$ cat src/rtl/sobel_pkg.sv
// Shared widths, types and window packing for the Sobel front end.
// Pixel, row and coordinate types are fixed here for every stage.
package sobel_pkg;

  localparam int PIX_W   = 8;
  localparam int WIN_W   = 3 * PIX_W;
  localparam int COORD_W = 8;

  typedef logic [PIX_W-1:0]   pix_t;
  typedef logic [WIN_W-1:0]   linha_t;
  typedef logic [COORD_W-1:0] coord_t;

  // One vertical slice of the window, top = oldest line.
  typedef struct packed {
    pix_t top;
    pix_t mid;
    pix_t bot;
  } coluna_t;

  function automatic linha_t pack_row(
    input pix_t esq,
    input pix_t cen,
    input pix_t dir
  );
    return {esq, cen, dir};
  endfunction

endpackage

$ cat src/rtl/gerador_janela_if.sv
// Pixel-in / window-out handshake bundle.
// master = source+consumer side, slave = window generator.
interface gerador_janela_if;
  import sobel_pkg::*;

  pix_t   pix_in;
  logic   pix_valid;
  logic   pix_ready;
  linha_t linha1;
  linha_t linha2;
  linha_t linha3;
  logic   win_valid;
  logic   win_ready;
  coord_t win_col;
  coord_t win_row;
  logic   frame_done;

  modport master (
    output pix_in,
    output pix_valid,
    output win_ready,
    input  pix_ready,
    input  linha1,
    input  linha2,
    input  linha3,
    input  win_valid,
    input  win_col,
    input  win_row,
    input  frame_done
  );

  modport slave (
    input  pix_in,
    input  pix_valid,
    input  win_ready,
    output pix_ready,
    output linha1,
    output linha2,
    output linha3,
    output win_valid,
    output win_col,
    output win_row,
    output frame_done
  );

endinterface

$ cat src/rtl/linha_buffer.sv
// One image line of delay: synchronous-read RAM, read-before-write.
// Contents are never cleared; the window gating hides stale data.
module linha_buffer #(
  parameter int DEPTH = 64,
  parameter int WIDTH = 8,
  parameter int AW    = (DEPTH > 1) ? $clog2(DEPTH) : 1
) (
  input  logic             clk,
  input  logic             we,
  input  logic [AW-1:0]    waddr,
  input  logic [WIDTH-1:0] wdata,
  input  logic [AW-1:0]    raddr,
  output logic [WIDTH-1:0] rdata
);

  logic [WIDTH-1:0] mem [DEPTH];
  logic [WIDTH-1:0] rdata_q;

  always_ff @(posedge clk) begin
    rdata_q <= mem[raddr];
    if (we) begin
      mem[waddr] <= wdata;
    end
  end

  assign rdata = rdata_q;

endmodule

$ cat src/rtl/gerador_janela.sv
// Raster pixel stream to 3x3 windows for the Sobel datapath.
// Two line buffers, a 2-column shift window and one output register.
module gerador_janela
  import sobel_pkg::*;
#(
  parameter int IMG_W = 64,
  parameter int IMG_H = 64
) (
  input logic             clk,
  input logic             rst,
  gerador_janela_if.slave bus
);

  localparam int     AW     = (IMG_W > 1) ? $clog2(IMG_W) : 1;
  localparam coord_t LAST_C = coord_t'(IMG_W - 1);
  localparam coord_t LAST_R = coord_t'(IMG_H - 1);
  localparam coord_t DOIS   = coord_t'(2);

  coord_t  col_q, col_d;
  coord_t  row_q, row_d;
  coluna_t c0_q, c0_d;
  coluna_t c1_q, c1_d;
  coluna_t nova;

  linha_t  l1_q, l1_d;
  linha_t  l2_q, l2_d;
  linha_t  l3_q, l3_d;
  coord_t  wc_q, wc_d;
  coord_t  wr_q, wr_d;
  logic    vld_q, vld_d;
  logic    fd_q, fd_d;

  pix_t    lb0_rd;
  pix_t    lb1_rd;
  logic    pronto;
  logic    accept;

  assign pronto = !vld_q || bus.win_ready;
  assign accept = bus.pix_valid && pronto;

  // Read address runs one step ahead so column c is ready when its pixel lands.
  linha_buffer #(
    .DEPTH (IMG_W),
    .WIDTH (PIX_W),
    .AW    (AW)
  ) linebuf0 (
    .clk   (clk),
    .we    (accept),
    .waddr (col_q[AW-1:0]),
    .wdata (bus.pix_in),
    .raddr (col_d[AW-1:0]),
    .rdata (lb0_rd)
  );

  linha_buffer #(
    .DEPTH (IMG_W),
    .WIDTH (PIX_W),
    .AW    (AW)
  ) linebuf1 (
    .clk   (clk),
    .we    (accept),
    .waddr (col_q[AW-1:0]),
    .wdata (lb0_rd),
    .raddr (col_d[AW-1:0]),
    .rdata (lb1_rd)
  );

  always_comb begin
    nova  = '{top: lb1_rd, mid: lb0_rd, bot: bus.pix_in};
    col_d = col_q;
    row_d = row_q;
    c0_d  = c0_q;
    c1_d  = c1_q;
    l1_d  = l1_q;
    l2_d  = l2_q;
    l3_d  = l3_q;
    wc_d  = wc_q;
    wr_d  = wr_q;
    vld_d = vld_q;
    fd_d  = fd_q;

    if (rst) begin
      col_d = '0;
    end else if (accept) begin
      c0_d = c1_q;
      c1_d = nova;
      if (col_q == LAST_C) begin
        col_d = '0;
        row_d = (row_q == LAST_R) ? '0 : row_q + 1'b1;
      end else begin
        col_d = col_q + 1'b1;
      end
    end

    if (!rst && accept && row_q >= DOIS && col_q >= DOIS) begin
      vld_d = 1'b1;
      l1_d  = pack_row(c0_q.top, c1_q.top, nova.top);
      l2_d  = pack_row(c0_q.mid, c1_q.mid, nova.mid);
      l3_d  = pack_row(c0_q.bot, c1_q.bot, nova.bot);
      wc_d  = col_q - DOIS;
      wr_d  = row_q - DOIS;
      fd_d  = (row_q == LAST_R) && (col_q == LAST_C);
    end else if (bus.win_ready) begin
      vld_d = 1'b0;
      fd_d  = 1'b0;
    end
  end

  always_ff @(posedge clk) begin
    if (rst) begin
      col_q <= '0;
      row_q <= '0;
      c0_q  <= '0;
      c1_q  <= '0;
      l1_q  <= '0;
      l2_q  <= '0;
      l3_q  <= '0;
      wc_q  <= '0;
      wr_q  <= '0;
      vld_q <= 1'b0;
      fd_q  <= 1'b0;
    end else begin
      col_q <= col_d;
      row_q <= row_d;
      c0_q  <= c0_d;
      c1_q  <= c1_d;
      l1_q  <= l1_d;
      l2_q  <= l2_d;
      l3_q  <= l3_d;
      wc_q  <= wc_d;
      wr_q  <= wr_d;
      vld_q <= vld_d;
      fd_q  <= fd_d;
    end
  end

  assign bus.pix_ready  = pronto;
  assign bus.linha1     = l1_q;
  assign bus.linha2     = l2_q;
  assign bus.linha3     = l3_q;
  assign bus.win_valid  = vld_q;
  assign bus.win_col    = wc_q;
  assign bus.win_row    = wr_q;
  assign bus.frame_done = fd_q;

endmodule

$ cat src/flat_wrapper.sv
// flat-port wrapper written by rule: the top's interface ports become plain ports
module gerador_janela_flat import sobel_pkg::*;
#(
  parameter int IMG_W = 64,
  parameter int IMG_H = 64
)
  (clk, rst, bus_pix_in, bus_pix_valid, bus_win_ready, bus_pix_ready, bus_linha1, bus_linha2, bus_linha3, bus_win_valid, bus_win_col, bus_win_row, bus_frame_done);
  gerador_janela_if bus_i ();
  input logic clk;
  input logic rst;
  input wire logic [$bits(bus_i.pix_in)-1:0] bus_pix_in;
  input wire logic [$bits(bus_i.pix_valid)-1:0] bus_pix_valid;
  input wire logic [$bits(bus_i.win_ready)-1:0] bus_win_ready;
  output wire logic [$bits(bus_i.pix_ready)-1:0] bus_pix_ready;
  output wire logic [$bits(bus_i.linha1)-1:0] bus_linha1;
  output wire logic [$bits(bus_i.linha2)-1:0] bus_linha2;
  output wire logic [$bits(bus_i.linha3)-1:0] bus_linha3;
  output wire logic [$bits(bus_i.win_valid)-1:0] bus_win_valid;
  output wire logic [$bits(bus_i.win_col)-1:0] bus_win_col;
  output wire logic [$bits(bus_i.win_row)-1:0] bus_win_row;
  output wire logic [$bits(bus_i.frame_done)-1:0] bus_frame_done;
  assign bus_i.pix_in = bus_pix_in;
  assign bus_i.pix_valid = bus_pix_valid;
  assign bus_i.win_ready = bus_win_ready;
  assign bus_pix_ready = bus_i.pix_ready;
  assign bus_linha1 = bus_i.linha1;
  assign bus_linha2 = bus_i.linha2;
  assign bus_linha3 = bus_i.linha3;
  assign bus_win_valid = bus_i.win_valid;
  assign bus_win_col = bus_i.win_col;
  assign bus_win_row = bus_i.win_row;
  assign bus_frame_done = bus_i.frame_done;
  gerador_janela #(.IMG_W(IMG_W), .IMG_H(IMG_H)) u_core (.clk(clk), .rst(rst), .bus(bus_i));
endmodule
$ cat config.mk
export PLATFORM = sky130hd
export DESIGN_NAME = gerador_janela_flat
export DESIGN_NICKNAME = d
export VERILOG_FILES = /design/src/rtl/sobel_pkg.sv /design/src/rtl/gerador_janela_if.sv /design/src/rtl/linha_buffer.sv /design/src/rtl/gerador_janela.sv /design/src/flat_wrapper.sv
export SDC_FILE = /design/constraint.sdc
export NUM_CORES = 2
export LEC_CHECK = 0
export CORE_AREA = 2 2 394 396
export CTS_BUF_LIST = sky130_fd_sc_hd__clkbuf_16
export CTS_CLUSTER_DIAMETER = 100
export DETAILED_ROUTE_END_ITERATION = 6
export DIE_AREA = 0 0 396 398
export DONT_BUFFER_PORTS = 1
export PLACE_DENSITY_LB_ADDON = 0.25
export SLEW_MARGIN = 40
export SYNTH_ARGS = -nofsm -noshare
export SYNTH_HDL_FRONTEND = slang
export SYNTH_SLANG_ARGS = --single-unit
export TNS_END_PERCENT = 1
$ cat constraint.sdc
create_clock -name clk -period 8.5 [get_ports clk]
set_clock_uncertainty 0.2 [all_clocks]
set_input_delay 1.7 -clock clk [delete_from_list [all_inputs] [get_ports clk]]
set_output_delay 1.7 -clock clk [all_outputs]
set_load 0.03 [all_outputs]
==> flow_metrics.env <==
export IMPL_cts_made_buffers=119
export IMPL_num_rows=144
export IMPL_grt_overflow=0
export IMPL_numPortBuffers=0
export IMPL_r2r_slack_ns=3.19
export IMPL_post_route_period_util_pct=66.23
export IMPL_start_kind="input pin"
export IMPL_cp_required_ns=8.99
export IMPL_worstRegToRegCells=13
export IMPL_cp_endpoint="u_core.linebuf1.rdata[2]"
export IMPL_die_h_um=398
export IMPL_ys_types=70
export IMPL_grt_pass1_wl_mm=205.0
export IMPL_ys_async_sr_fraction_pct=0
export IMPL_startpoint="bus_win_ready"
export IMPL_setup_tns_ns=0
export IMPL_end_kind="flip-flop"
export IMPL_max_slew_margin_pct=38.13
export IMPL_grt_max_degree=162
export IMPL_path_depth=13
export IMPL_antenna_found_initial=4
export IMPL_grt_pass1_vias=26877
export IMPL_ctsResizeCount=0
export IMPL_drv_slew=0
export IMPL_crit_family="compound AO/OA/AOI/OAI gates"
export IMPL_postLayoutCoreUtil_pct=33.92
export IMPL_synth_ff_type="edfxtp_1"
export IMPL_path_cells="nor2b_2 -> inv_2 -> nand3_1 -> o32a_2 -> inv_6 -> buf_16 -> nand2_1 -> buf_4 -> o221ai_1 -> o21ai_0 -> a22oi_1 -> a211oi_1 -> a211o_1"
export IMPL_die_area_mm2=0.1576
export IMPL_clkTransAtPathRegs_ns=0.06
export IMPL_rr_startpoint="u_core.bus.win_valid"
export IMPL_tightest_slew_ns=0.9281
export IMPL_min_path_type="flip-flop to flip-flop"
export IMPL_setup_violations=0
export IMPL_cp_slowest_cell="a211oi_1"
export IMPL_final_common_cell="edfxtp_1"
export IMPL_syn_inst=3240
export IMPL_diodes=0
export IMPL_wirelength_mm=143.7
export IMPL_syn_nets=3263
export IMPL_synth_seq_area_share_pct=74.80
export IMPL_firstDrtPassIters=5
export IMPL_drv_cap=0
export IMPL_clockBufferDepth=3
export IMPL_layout_min_cycle_time_ns=5.629
export IMPL_die_width_um=396
export IMPL_dp_hpwl_mm=82.28
export IMPL_via_per_inst=5.256
export IMPL_cts_root_buf="clkbuf_16"
export IMPL_vias=28346
export IMPL_outcome="finished clean"
export IMPL_syn_area_mm2=0.04566
export IMPL_cts_sinks=1194
export IMPL_track_usage_pct=17.81
export IMPL_avgSynthCellArea_um2=14.09
export IMPL_path_max_fanout=52
export IMPL_power_density_mw_per_mm2=237.4
export IMPL_final_cell_mix="edfxtp_1, nand2_1, o221ai_1, a21oi_1, dfxtp_1"
export IMPL_start_util_pct=29.78
export IMPL_cts_tree="done"
export IMPL_yosysWarnings=0
export IMPL_synth_edf_count=1024
export IMPL_worstPathArrival_ns=6.12
export IMPL_drt_iter0_markers=3111
export IMPL_rsz0062_at_grt="no"
export IMPL_max_freq_mhz=177.6
export IMPL_cts_setup_buffers=0
export IMPL_r2r_end="u_core.linebuf1.rdata[2]"
export IMPL_ant_nets=0
export IMPL_ctsHoldBuffers=0
export IMPL_insertion_delay_ns=0.75
export IMPL_final_hold_violation_count=0
export IMPL_core_area_mm2=0.1533
export IMPL_ios=103
export IMPL_p_leak_uw=0.01679
export IMPL_ir_drop_v=0.0001687
export IMPL_slowest_delay_ns=0.71
export IMPL_gp_congestion=0.8235
export IMPL_cts_htree_levels=3
export IMPL_syn_to_final_growth_pct=13.91
export IMPL_ys_seq_elements=1194
export IMPL_post_drt_wl_per_cell_um=26.64
export IMPL_drive_gt1_share_pct=10.45
export IMPL_drc=0
export IMPL_fin_nets=3269
export IMPL_path_buf_inv=4
export IMPL_critPathKind="input pin to flip-flop"
[metal layers]
| metal | vias to the layer above | routed length [µm] | global-route usage [%] |
|---|---|---|---|
| met3 | 163 | 11340 | 3.449 |
| met5 | - | 19 | 0 |
| li1 | 12515 | - | - |
| met1 | 14581 | 61840 | 24.59 |
| met4 | 2 | 3236 | 4.943 |
| met2 | 1085 | 67260 | 28.55 |
[layout make-up]
type                       instances  area, µm²
timing repair buffer             119      996.0
clock inverter                   100      631.9
multi-input combinational       1798      10500
sequential                      1194      34170
clock buffer                     124       3103
fill                           14888     101300
inverter                          14      65.06
tap                             2044       2557
[Yosys cell counts, types with 13 or more instances]
| master | n | area (µm²) |
|---|---|---|
| buf_1 | 16 | 60.06 |
| o21ai_0 | 86 | 430.4 |
| buf_2 | 85 | 425.4 |
| dfxtp_1 | 170 | 3403 |
| and3_1 | 17 | 106.4 |
| o22ai_1 | 88 | 550.5 |
| o211ai_1 | 16 | 120.1 |
| nor2_1 | 118 | 442.9 |
| nand3_1 | 144 | 720.7 |
| a21oi_1 | 178 | 890.9 |
| o221ai_1 | 186 | 1629 |
| edfxtp_1 | 1024 | 30750 |
| nand2_1 | 580 | 2177 |
| a32oi_1 | 13 | 113.9 |
| a31oi_1 | 56 | 350.3 |
| mux2i_1 | 111 | 1111 |
| nand4_1 | 16 | 100.1 |
| a211oi_1 | 28 | 210.2 |
| buf_4 | 23 | 172.7 |
| clkbuf_1 | 105 | 394.1 |
[worst reg2reg max path: stages, from the launching register on]
cell and delay [ns]:
dfxtp_1 0.52, nor2b_2 0.64, inv_2 0.28, nand3_1 0.35, o32a_2 0.37, inv_6 0.19
buf_16 0.24, nand2_1 0.62, buf_4 0.37, o221ai_1 0.16, o21ai_0 0.21, a22oi_1 0.23
a211oi_1 0.71, a211o_1 0.17
[cell families (layout without fill, tap and decap cells)]
group                      Yosys count  count (layout)  synth area share (%)
xor gates and xnor gates            16              16                0.3069
DFF                               1194            1194                 74.80
buffers and inverters              248             357                 2.543
and+or+nand+nor                    924             924                 8.530
muxes                              114             114                 2.532
AOI/OAI and AO/OA                  733             733                 10.99
adders and majority gates           11              11                0.3014
[stage by stage]
step                power (µW)  worst slack [ns]  hold slack, ns  instances  instance area [µm²]
CTS                      12440             2.961          0.2467       5393                52000
global route             12710             2.735          0.2663       5393                52010
global placement          7402             2.164          0.2333       5167                48180
detailed placement        7412             2.180          0.2375       5169                48270
floorplan                 7064             4.447          0.2321       3240                45660
finish                   12350             2.871          0.2459       5393                52010
[sequential cells by signal, summed over array words and instances, names as in the netlist, 24 cells and up]
register,cells
u_core.linebuf0.mem,512
u_core.bus.linha1,24
u_core.c1_q,24
u_core.linebuf1.mem,512
u_core.bus.linha2,24
u_core.c0_q,24
u_core.bus.linha3,24
[how the worst min path moves through the flow]
stage	start	to	slack (ns)	depth (start not counted)
CTS	u_core.c0_q[18]	u_core.bus.linha1[18]	0.25	2
floorplan	u_core.linebuf1.rdata[0]	u_core.c1_q[16]	0.23	2
finish	u_core.c0_q[23]	u_core.bus.linha1[23]	0.25	2
global route	u_core.c0_q[23]	u_core.c0_q[23]	0.27	2
detailed placement	u_core.c0_q[18]	u_core.bus.linha1[18]	0.24	2
global placement	u_core.c0_q[23]	u_core.bus.linha1[23]	0.23	2
[power by group]
part	leakage, µW	total (µW)	switching (µW)	internal, µW
registers	0.0106	6580	90.0	6490
clock network	0.00199	5060	2250	2810
logic	0.00421	703	529	174
Power figures use the tool's default switching activity.
